`config.mk`:
```
export PLATFORM = sky130hd
export DESIGN_NAME = uart_mmio
export DESIGN_NICKNAME = d
export VERILOG_FILES = /design/src/rtl/uart_mmio_pkg.sv /design/src/rtl/uart_baud_tick.sv /design/src/rtl/uart_mmio.sv
export SDC_FILE = /design/constraint.sdc
export NUM_CORES = 1
export LEC_CHECK = 0
export CAP_MARGIN = 20
export CORE_ASPECT_RATIO = 0.7
export CORE_MARGIN = 4
export CORE_UTILIZATION = 44
export CTS_BUF_LIST = sky130_fd_sc_hd__clkbuf_4 sky130_fd_sc_hd__clkbuf_8
export DETAILED_ROUTE_END_ITERATION = 10
export GPL_TIMING_DRIVEN = 0
export PLACE_DENSITY = 0.87
export SLEW_MARGIN = 30
export SYNTH_ARGS = -nofsm -noshare
export SYNTH_HDL_FRONTEND = slang
export SYNTH_SLANG_ARGS = --single-unit
```
`constraint.sdc`:
```
create_clock -name sysclk -period 2.1 [get_ports sysclk]
set_input_delay 0.42 -clock sysclk [delete_from_list [all_inputs] [get_ports sysclk]]
set_output_delay 0.42 -clock sysclk [all_outputs]
set_load 0.02 [all_outputs]
```
`src/rtl/uart_mmio_pkg.sv`:
```
// Shared definitions for the memory-mapped UART: register map, CON bit layout,
// FSM state encoding and the baud divider helper.
package uart_mmio_pkg;

  localparam logic [31:0] ADDR_TXD = 32'h4000_0018;
  localparam logic [31:0] ADDR_RXD = 32'h4000_001C;
  localparam logic [31:0] ADDR_CON = 32'h4000_0020;

  localparam int CON_TX_BUSY   = 0;
  localparam int CON_RX_VALID  = 1;
  localparam int CON_FRAME_ERR = 2;
  localparam int CON_OVERRUN   = 3;
  localparam int CON_IRQ_EN    = 4;

  typedef enum logic [1:0] {ST_IDLE, ST_START, ST_DATA, ST_STOP} uart_state_e;

  // 16x oversampling divider, clamped so a slow clock still gives a tick.
  function automatic int calc_baud_div(input int clk_hz, input int baud);
    int d;
    d = clk_hz / (baud * 16);
    return (d < 1) ? 1 : d;
  endfunction

endpackage

```
`src/rtl/uart_baud_tick.sv`:
```
// Free-running 16x baud tick: one-cycle pulse every DIV sysclk cycles.
module uart_baud_tick #(
  parameter int DIV = 1
) (
  input  logic sysclk,
  input  logic reset,
  output logic tick
);

  localparam int            CW   = (DIV > 1) ? $clog2(DIV) : 1;
  localparam logic [CW-1:0] LAST = CW'(DIV - 1);

  logic [CW-1:0] cnt;

  // Counter wraps to 0 after LAST; it is never restarted by the FSMs.
  always_ff @(posedge sysclk or negedge reset) begin
    if (!reset)            cnt <= '0;
    else if (cnt == LAST)  cnt <= '0;
    else                   cnt <= cnt + CW'(1);
  end

  assign tick = (cnt == LAST);

endmodule

```
`src/rtl/uart_mmio.sv`:
```
// Memory-mapped 8N1 UART: TXD/RXD/CON registers, 16x oversampled receiver,
// transmitter and a registered receive interrupt.
module uart_mmio
  import uart_mmio_pkg::*;
#(
  parameter int CLK_HZ = 100000000,
  parameter int BAUD   = 9600
) (
  input  logic        sysclk,
  input  logic        reset,
  input  logic        rd,
  input  logic        wr,
  input  logic [31:0] addr,
  input  logic [31:0] wdata,
  output logic [31:0] rdata,
  input  logic        UART_RX,
  output logic        UART_TX,
  output logic        IRQ
);

  localparam int BAUD_DIV = calc_baud_div(CLK_HZ, BAUD);

  logic tick;

  uart_baud_tick #(.DIV(BAUD_DIV)) u_baud_tick (
    .sysclk (sysclk),
    .reset  (reset),
    .tick   (tick)
  );

  // ---------------- bus side ----------------
  logic wr_q, rd_q;
  logic wr_txd, wr_con, rd_rxd;

  // Edge detectors so a long wr/rd strobe acts only once.
  always_ff @(posedge sysclk or negedge reset) begin
    if (!reset) begin
      wr_q <= 1'b0;
      rd_q <= 1'b0;
    end else begin
      wr_q <= wr;
      rd_q <= rd;
    end
  end

  assign wr_txd = wr & ~wr_q & (addr == ADDR_TXD);
  assign wr_con = wr & ~wr_q & (addr == ADDR_CON);
  assign rd_rxd = rd & ~rd_q & (addr == ADDR_RXD);

  // Upper write-data bits are not part of any register.
  logic unused_wdata;
  assign unused_wdata = ^wdata[31:8];

  // ---------------- receiver ----------------
  logic rx_s1, rx_s2, rx_prev, rx_fall;

  // Two-flop synchroniser plus one more stage for falling-edge detection.
  always_ff @(posedge sysclk or negedge reset) begin
    if (!reset) begin
      rx_s1   <= 1'b1;
      rx_s2   <= 1'b1;
      rx_prev <= 1'b1;
    end else begin
      rx_s1   <= UART_RX;
      rx_s2   <= rx_s1;
      rx_prev <= rx_s2;
    end
  end

  assign rx_fall = rx_prev & ~rx_s2;

  uart_state_e rx_state, rx_state_n;
  logic [3:0]  rx_cnt, rx_cnt_n;
  logic [2:0]  rx_bit, rx_bit_n;
  logic [7:0]  rx_shift, rx_shift_n;
  logic        rx_load, rx_ferr_set;

  // RX state and counters.
  always_ff @(posedge sysclk or negedge reset) begin
    if (!reset) begin
      rx_state <= ST_IDLE;
      rx_cnt   <= '0;
      rx_bit   <= '0;
      rx_shift <= '0;
    end else begin
      rx_state <= rx_state_n;
      rx_cnt   <= rx_cnt_n;
      rx_bit   <= rx_bit_n;
      rx_shift <= rx_shift_n;
    end
  end

  // RX next state: mid-bit sampling (8 ticks into start, then every 16).
  always_comb begin
    rx_state_n  = rx_state;
    rx_cnt_n    = rx_cnt;
    rx_bit_n    = rx_bit;
    rx_shift_n  = rx_shift;
    rx_load     = 1'b0;
    rx_ferr_set = 1'b0;
    unique case (rx_state)
      ST_IDLE: begin
        if (rx_fall) begin
          rx_state_n = ST_START;
          rx_cnt_n   = '0;
        end
      end
      ST_START: begin
        if (tick) begin
          if (rx_cnt == 4'd7) begin
            rx_cnt_n   = '0;
            rx_bit_n   = '0;
            // A line already high again was a glitch, not a start bit.
            rx_state_n = rx_s2 ? ST_IDLE : ST_DATA;
          end else begin
            rx_cnt_n = rx_cnt + 4'd1;
          end
        end
      end
      ST_DATA: begin
        if (tick) begin
          rx_cnt_n = rx_cnt + 4'd1;
          if (rx_cnt == 4'd15) begin
            rx_shift_n = {rx_s2, rx_shift[7:1]};
            rx_bit_n   = rx_bit + 3'd1;
            if (rx_bit == 3'd7) rx_state_n = ST_STOP;
          end
        end
      end
      ST_STOP: begin
        if (tick) begin
          rx_cnt_n = rx_cnt + 4'd1;
          if (rx_cnt == 4'd15) begin
            rx_state_n = ST_IDLE;
            if (rx_s2) rx_load     = 1'b1;
            else       rx_ferr_set = 1'b1;
          end
        end
      end
      default: rx_state_n = ST_IDLE;
    endcase
  end

  logic [7:0] rx_data;
  logic       rx_valid, frame_err, overrun, irq_en;

  // Status flags; a byte completing in the read cycle keeps rx_valid set.
  always_ff @(posedge sysclk or negedge reset) begin
    if (!reset) begin
      rx_data   <= '0;
      rx_valid  <= 1'b0;
      frame_err <= 1'b0;
      overrun   <= 1'b0;
      irq_en    <= 1'b0;
    end else begin
      if (rx_load)     rx_data  <= rx_shift;
      if (rx_load)     rx_valid <= 1'b1;
      else if (rd_rxd) rx_valid <= 1'b0;
      if (rx_load && rx_valid && !rd_rxd) overrun <= 1'b1;
      else if (wr_con && wdata[3])        overrun <= 1'b0;
      if (rx_ferr_set)                    frame_err <= 1'b1;
      else if (wr_con && wdata[2])        frame_err <= 1'b0;
      if (wr_con) irq_en <= wdata[4];
    end
  end

  // Interrupt is registered, so it trails the flags by one cycle.
  always_ff @(posedge sysclk or negedge reset) begin
    if (!reset) IRQ <= 1'b0;
    else        IRQ <= irq_en & rx_valid;
  end

  // ---------------- transmitter ----------------
  uart_state_e tx_state, tx_state_n;
  logic [3:0]  tx_cnt, tx_cnt_n;
  logic [2:0]  tx_bit, tx_bit_n;
  logic [7:0]  tx_shift, tx_shift_n;
  logic        tx_line, tx_line_n, tx_busy;

  assign tx_busy = (tx_state != ST_IDLE);
  assign UART_TX = tx_line;

  // TX state, counters and the registered line driver.
  always_ff @(posedge sysclk or negedge reset) begin
    if (!reset) begin
      tx_state <= ST_IDLE;
      tx_cnt   <= '0;
      tx_bit   <= '0;
      tx_shift <= '0;
      tx_line  <= 1'b1;
    end else begin
      tx_state <= tx_state_n;
      tx_cnt   <= tx_cnt_n;
      tx_bit   <= tx_bit_n;
      tx_shift <= tx_shift_n;
      tx_line  <= tx_line_n;
    end
  end

  // TX next state: each bit held for 16 ticks; writes outside IDLE are dropped.
  always_comb begin
    tx_state_n = tx_state;
    tx_cnt_n   = tx_cnt;
    tx_bit_n   = tx_bit;
    tx_shift_n = tx_shift;
    tx_line_n  = tx_line;
    unique case (tx_state)
      ST_IDLE: begin
        tx_line_n = 1'b1;
        if (wr_txd) begin
          tx_shift_n = wdata[7:0];
          tx_cnt_n   = '0;
          tx_bit_n   = '0;
          tx_line_n  = 1'b0;
          tx_state_n = ST_START;
        end
      end
      ST_START: begin
        if (tick) begin
          tx_cnt_n = tx_cnt + 4'd1;
          if (tx_cnt == 4'd15) begin
            tx_state_n = ST_DATA;
            tx_line_n  = tx_shift[0];
          end
        end
      end
      ST_DATA: begin
        if (tick) begin
          tx_cnt_n = tx_cnt + 4'd1;
          if (tx_cnt == 4'd15) begin
            tx_bit_n   = tx_bit + 3'd1;
            tx_shift_n = {1'b0, tx_shift[7:1]};
            if (tx_bit == 3'd7) begin
              tx_state_n = ST_STOP;
              tx_line_n  = 1'b1;
            end else begin
              tx_line_n = tx_shift[1];
            end
          end
        end
      end
      ST_STOP: begin
        if (tick) begin
          tx_cnt_n = tx_cnt + 4'd1;
          if (tx_cnt == 4'd15) tx_state_n = ST_IDLE;
        end
      end
      default: tx_state_n = ST_IDLE;
    endcase
  end

  // ---------------- read mux ----------------
  logic [31:0] con_word;

  // Read data is zero unless a mapped register is being read.
  always_comb begin
    con_word                = '0;
    con_word[CON_TX_BUSY]   = tx_busy;
    con_word[CON_RX_VALID]  = rx_valid;
    con_word[CON_FRAME_ERR] = frame_err;
    con_word[CON_OVERRUN]   = overrun;
    con_word[CON_IRQ_EN]    = irq_en;
    rdata = '0;
    if (rd) begin
      if (addr == ADDR_RXD)      rdata = {24'b0, rx_data};
      else if (addr == ADDR_CON) rdata = con_word;
    end
  end

endmodule
```
# Yosys cells after proc, flatten, opt, wreduce, memory -nomap -nowiden
# Cells that the tools add are included.
classes:
  addsub: 5
  eq_ne: 33
  muxes: 65
  bitwise_logic: 10
  reduce_logical: 24
op_table:
  columns: ["op", "n"]
  rows:
  - ["32-bit by 31-bit == test with 1-bit output, second input constant", 3]
  - ["8-bit two-way mux", 5]
  - ["2-bit two-way mux", 17]
  - ["2-bit inequality test, second input constant", 16]
  - ["4-bit two-way mux", 6]
  - ["3-bit two-way mux", 7]
  - ["1-bit two-way mux", 20]
  - ["2-bit case mux with 4 select lines", 2]
  - ["8-bit case mux with 2 select lines", 1]
  - ["8-bit AND reduction", 2]
  - ["3-bit case mux with 2 select lines", 2]
  - ["4-bit case mux with 3 select lines", 1]
  - ["2-bit nonzero test", 6]
  - ["10-bit by 1-bit adder with 10-bit output, second input constant", 1]
  - ["10-bit == test, second input constant", 1]
  - ["10-bit two-way mux", 1]
  - ["5-bit AND reduction", 2]
  - ["4-bit by 1-bit adder with 4-bit output, second input constant", 2]
  - ["2-bit == test, second input constant", 4]
  - ["4-bit == test, second input constant", 2]
  - ["4-bit case mux with 2 select lines", 1]
  - ["1-bit AND", 7]
  - ["3-bit by 1-bit adder with 3-bit output, second input constant", 2]
  - ["3-bit == test, second input constant", 2]
  - ["other kinds (15)", 24]
totals:
  register_bits: 63
  inputBits: 69
  out_inout_bits: 34
  elab_cells: 158

# Longest topological paths before layout
depth:
  ltp_word: 7
  ltp_mapped: 9

# By module
# From an unflattened synthesis, not the netlist that was laid out.
hier_totals:
  cells_unflattened: 324
  area_unflattened_um2: 3412.0
modules_own_cells:
  columns: ["mod", "instances", "cells_per_inst", "area_each_um2", "seq_area_each_um2"]
  rows:
  - ["uart_mmio", 1, 278, 2899.0, 1331.3]
  - ["uart_baud_tick", 1, 46, 513.0, 250.2]

# Least setup slack after synthesis
# No wires, ideal clock.
synth_path:
  kind: "input -> output"
  from: "input port addr[8]"
  to: "output port rdata[0]"
  t_arrival_ns: 1.727
  required_ns: 1.680
  slack_ns: -0.047
  stages: 4
  path_cell_list: "nor4_2 nand4_1 nor3_1 a22o_1"
synth_between:
  elab_chain_len: 4
  word_cells_on_any_way: 5
  classes_between: "eq/ne: 2; mux: 3"
synth_lines:
  columns: ["element", "line", "rtl"]
  rows:
  - ["start, declared", "uart_mmio.sv:13", "input logic [31:0] addr,"]
  - ["32-bit by 31-bit == test with 1-bit output", "uart_mmio.sv:266", "else if (addr == ADDR_CON) rdata = con_word;"]
  - ["5-bit two-way mux", "uart_mmio.sv:266", null]
  - ["8-bit two-way mux *", "uart_mmio.sv:265", "if (addr == ADDR_RXD) rdata = {24'b0, rx_data};"]
  - ["8-bit two-way mux *", "uart_mmio.sv:264", "if (rd) begin"]
  - ["end, declared", "uart_mmio.sv:15", "output logic [31:0] rdata,"]
# Mark *: on every way between the ends. The rest lies on a longest branch, timed or not.

# Final worst setup path
# Ends and elaborated chain as after synthesis.

==> run_results.csv <==
group,metric,value,unit
sta,fin_crit_sh,114.8,%
clocking,htree_num_levels,3,
setup_path,crit_path_max_fanout,5,
route,wl_per_cell,19.33,microns
setup_path,crit_start,"addr[8]",
floorplan,die_w,115.0,microns
setup_path,rr_startpoint,"u_baud_tick.cnt[4]$_DFF_PN0_",
setup_path,slowest_stage,"nor4_4",
setup_path,critPathMaxStageDelay,230,ps
route,wl,10690,microns
pwr,vdd_ir_drop_max,0.4556,mV
floorplan,dieArea,9526,sq um
floorplan,die_y,82.87,microns
floorplan,io_pins,103,
sta,min_period,2410,ps
synthesis,synthCells,342,
floorplan,rows,26,
synthesis,post_synth.cell_area_avg,10.30,sq um
grt,grt.total_usage,20.74,%
synthesis,synth_area_leaders,"dfrtp_1, mux2_2, buf_4, ha_1, dfstp_2",
finish,area_growth,38.88,%
min_path,hold_start,"rx_s1$_DFF_PN1_",
route,vias,3175,
pwr,p_per_area,553.8,nW/um^2
synthesis,synth_ff_type,"dfrtp_1",
outcome,status,"finished, violations left",
pwr,leakagePower,2.276,nW
grt,first_global_vias,3090,
setup_path,arrival,1990,ps
sta,setup-violations-final,8,
pwr,power,2.710,mW
synthesis,yosysTopAreaCellShare,41.90,%
sta,fmax,0.4149,GHz
sta,final_hold_viol_count,0,
route,dr.pass1.iters,6,
synthesis,yosysTopAreaCell,"dfrtp_1",
sta,rsz0062_at_grt,"true",
setup_path,endpoint_kind,"primary output",
setup_path,path_buf_inv,4,
route,ant_nets,0,
synthesis,ys_async_sr_fraction,100.0,%
clocking,cts_tree,"done",
clocking,path_clk_slew,60,ps
synthesis,syn_area,3523,sq um
clocking,clk_latency,370,ps
route,drt_iter0_drc,288,
clocking,clock_path_buffers,2,
route,drcViolationCount,0,
finish,drive_gt1_share,36.26,%
synthesis,synth_cell_types,59,
place,hpwlAfterDp,6272,microns
synthesis,synth_warnings,0,
min_path,hp-class,"flip-flop to flip-flop",
grt,antenna_found_initial,0,
flow_run,max_cap_viol_count,0,
synthesis,synth-seq-area-share,44.89,%
grt,grt_pass1_wl,15610,microns
synthesis,yosys.cell_count.top_type,"dfrtp_1",
synthesis,ys_ff_latch,63,
floorplan,initial_core_util,46.68,%
setup_path,crit_chain,"clkdlybuf4s15_1 -> nor4_4 -> buf_4 -> nand4_1 -> nor4_4 -> buf_4 -> a22o_1 -> buf_6",
synthesis,synth_edf_count,0,
synthesis,yosys-top-cells-count,"dfrtp_1, buf_4, nand2_1, nor2_1, o21ai_0",
place,io_buffers,54,
route,viasPerCell,5.741,
place,gp_congestion,0.8459,
clocking,cts_root_buf,"clkbuf_8",
clocking,clock_sinks,63,
sta,skew,12.04,ps
finish,diodes,0,
floorplan,core-area,7547,sq um
setup_path,start_kind,"input pin",
sta,setup_ws,-310.1,ps
setup_path,crit_family,"buffers and inverters",
clocking,numCtsBuffers,9,
setup_path,required,1680,ps
grt,grt_max_degree,33,
sta,drv_slew,0,
finish,fin_nets,531,
outcome,violations,"setup timing",
setup_path,path_class,"input pin to primary output",
grt,overflow,0,
sta,fin_setup_tns,-1577,ps
==> sequential cells by signal, indices dropped and copies added, names as in the netlist, 2 cells and up, named ones only <==
signal	flops
rx_bit	3
rx_cnt	4
rx_data	8
rx_shift	8
tx_bit	3
tx_cnt	4
tx_shift	8
tx_state	2
u_baud_tick.cnt	10
==> worst register-to-register path, delay by kind of cell (launching register included) <==
family	cells	cell delay [ps]
flip-flops	1	450
multiplexers	1	300
buffers and inverters	1	210
AND/OR/NAND/NOR	3	970
==> path summary, 6_finish.rpt <==
| path | cells past startpoint | slack, ps | to |
|---|---|---|---|
| hold reg to reg | 0 | 360 | rx_s2$_DFF_PN1_ |
| setup / recovery | 8 | -310 | rdata[0] |
| max in group asynchronous | 3 | 950 | rx_s1$_DFF_PN1_ |
| min in group asynchronous | 2 | 530 | tx_shift[0]$_DFFE_PN0P_ |
| hold / removal | 0 | 360 | rx_s2$_DFF_PN1_ |
| setup reg to reg | 5 | 40 | rx_data[7]$_DFFE_PN0P_ |
==> cells by family after synthesis <==
kind of cell,share of synthesized area (%)
AO/OA/AOI/OAI,15.66
XOR/XNOR,2.734
adder cells (fa/ha/maj),4.261
buffers and inverters,8.203
flip-flops,44.89
multiplexers,6.463
other,0.1064
AND/OR/NAND/NOR,17.68
==> cell usage in the layout, fill, tap and decap left out, types with 11 or more instances in the layout <==
| cell | synthesis | final |
|---|---|---|
| buf_2 | 3 | 11 |
| nand3_1 | 13 | 13 |
| clkdlybuf4s50_1 | 0 | 13 |
| o21ai_0 | 19 | 18 |
| buf_6 | 1 | 22 |
| nand2_1 | 24 | 23 |
| dfrtp_1 | 59 | 59 |
| inv_1 | 12 | 11 |
| conb_1 | 1 | 24 |
| buf_4 | 24 | 43 |
| nor3_1 | 13 | 11 |
| nor2_1 | 22 | 22 |
==> what timing repair did <==
| action | CTS | global route |
|---|---|---|
| endpoints found under the hold margin | 1 | 0 |
| gates resized for setup | 169 | 44 |
| buffers inserted | 14 | 6 |
| cloned | 1 | 1 |
| endpoints found under the setup margin | 50 | 49 |
| hold buffers | 1 | 0 |
| pin swaps | 21 | 18 |
==> metrics by stage <==
stage	setup WS (ps)	instance area, sq um	utilization, %	hold WS, ps	cells
global placement	-1396	4284	56.76	348.5	517
detailed placement	-1209	4302	57.00	348.1	518
floorplan	4.060	3621	-	124.4	365
global route	-311.4	4893	64.84	366.5	553
CTS	-92.62	4745	62.86	361.5	548
finish	-310.1	4893	64.84	359.1	553
==> where the power goes <==
part	switching (mW)	internal [mW]	leakage, nW
logic	0.157	0.117	1.35
registers	0.00443	1.22	0.827
clock network	0.537	0.669	0.102
==> area by class of cell <==
type | instances | area, sq um
plain buffers | 35 | 256.5
fillers | 554 | 2654
clock buffers | 9 | 123.9
flip-flops and latches | 63 | 1582
inverters | 12 | 48.80
well taps | 98 | 122.6
multi-input cells | 252 | 1944
repair buffers | 77 | 719.4
clock inverters | 7 | 96.34
==> per-layer routing <==
metal / wire (microns) / vias to the layer above / share of wire, % / global-route usage [%]
met3: 704 / 47 / 6.6 / 7.267
met5: 0 / - / 0 / 0
met2: 5435 / 161 / 51 / 34.03
met1: 4162 / 1545 / 39 / 25.05
li1: - / 1422 / - / -
met4: 388 / 0 / 3.6 / 7.569
Power figures use the tool's default switching activity.
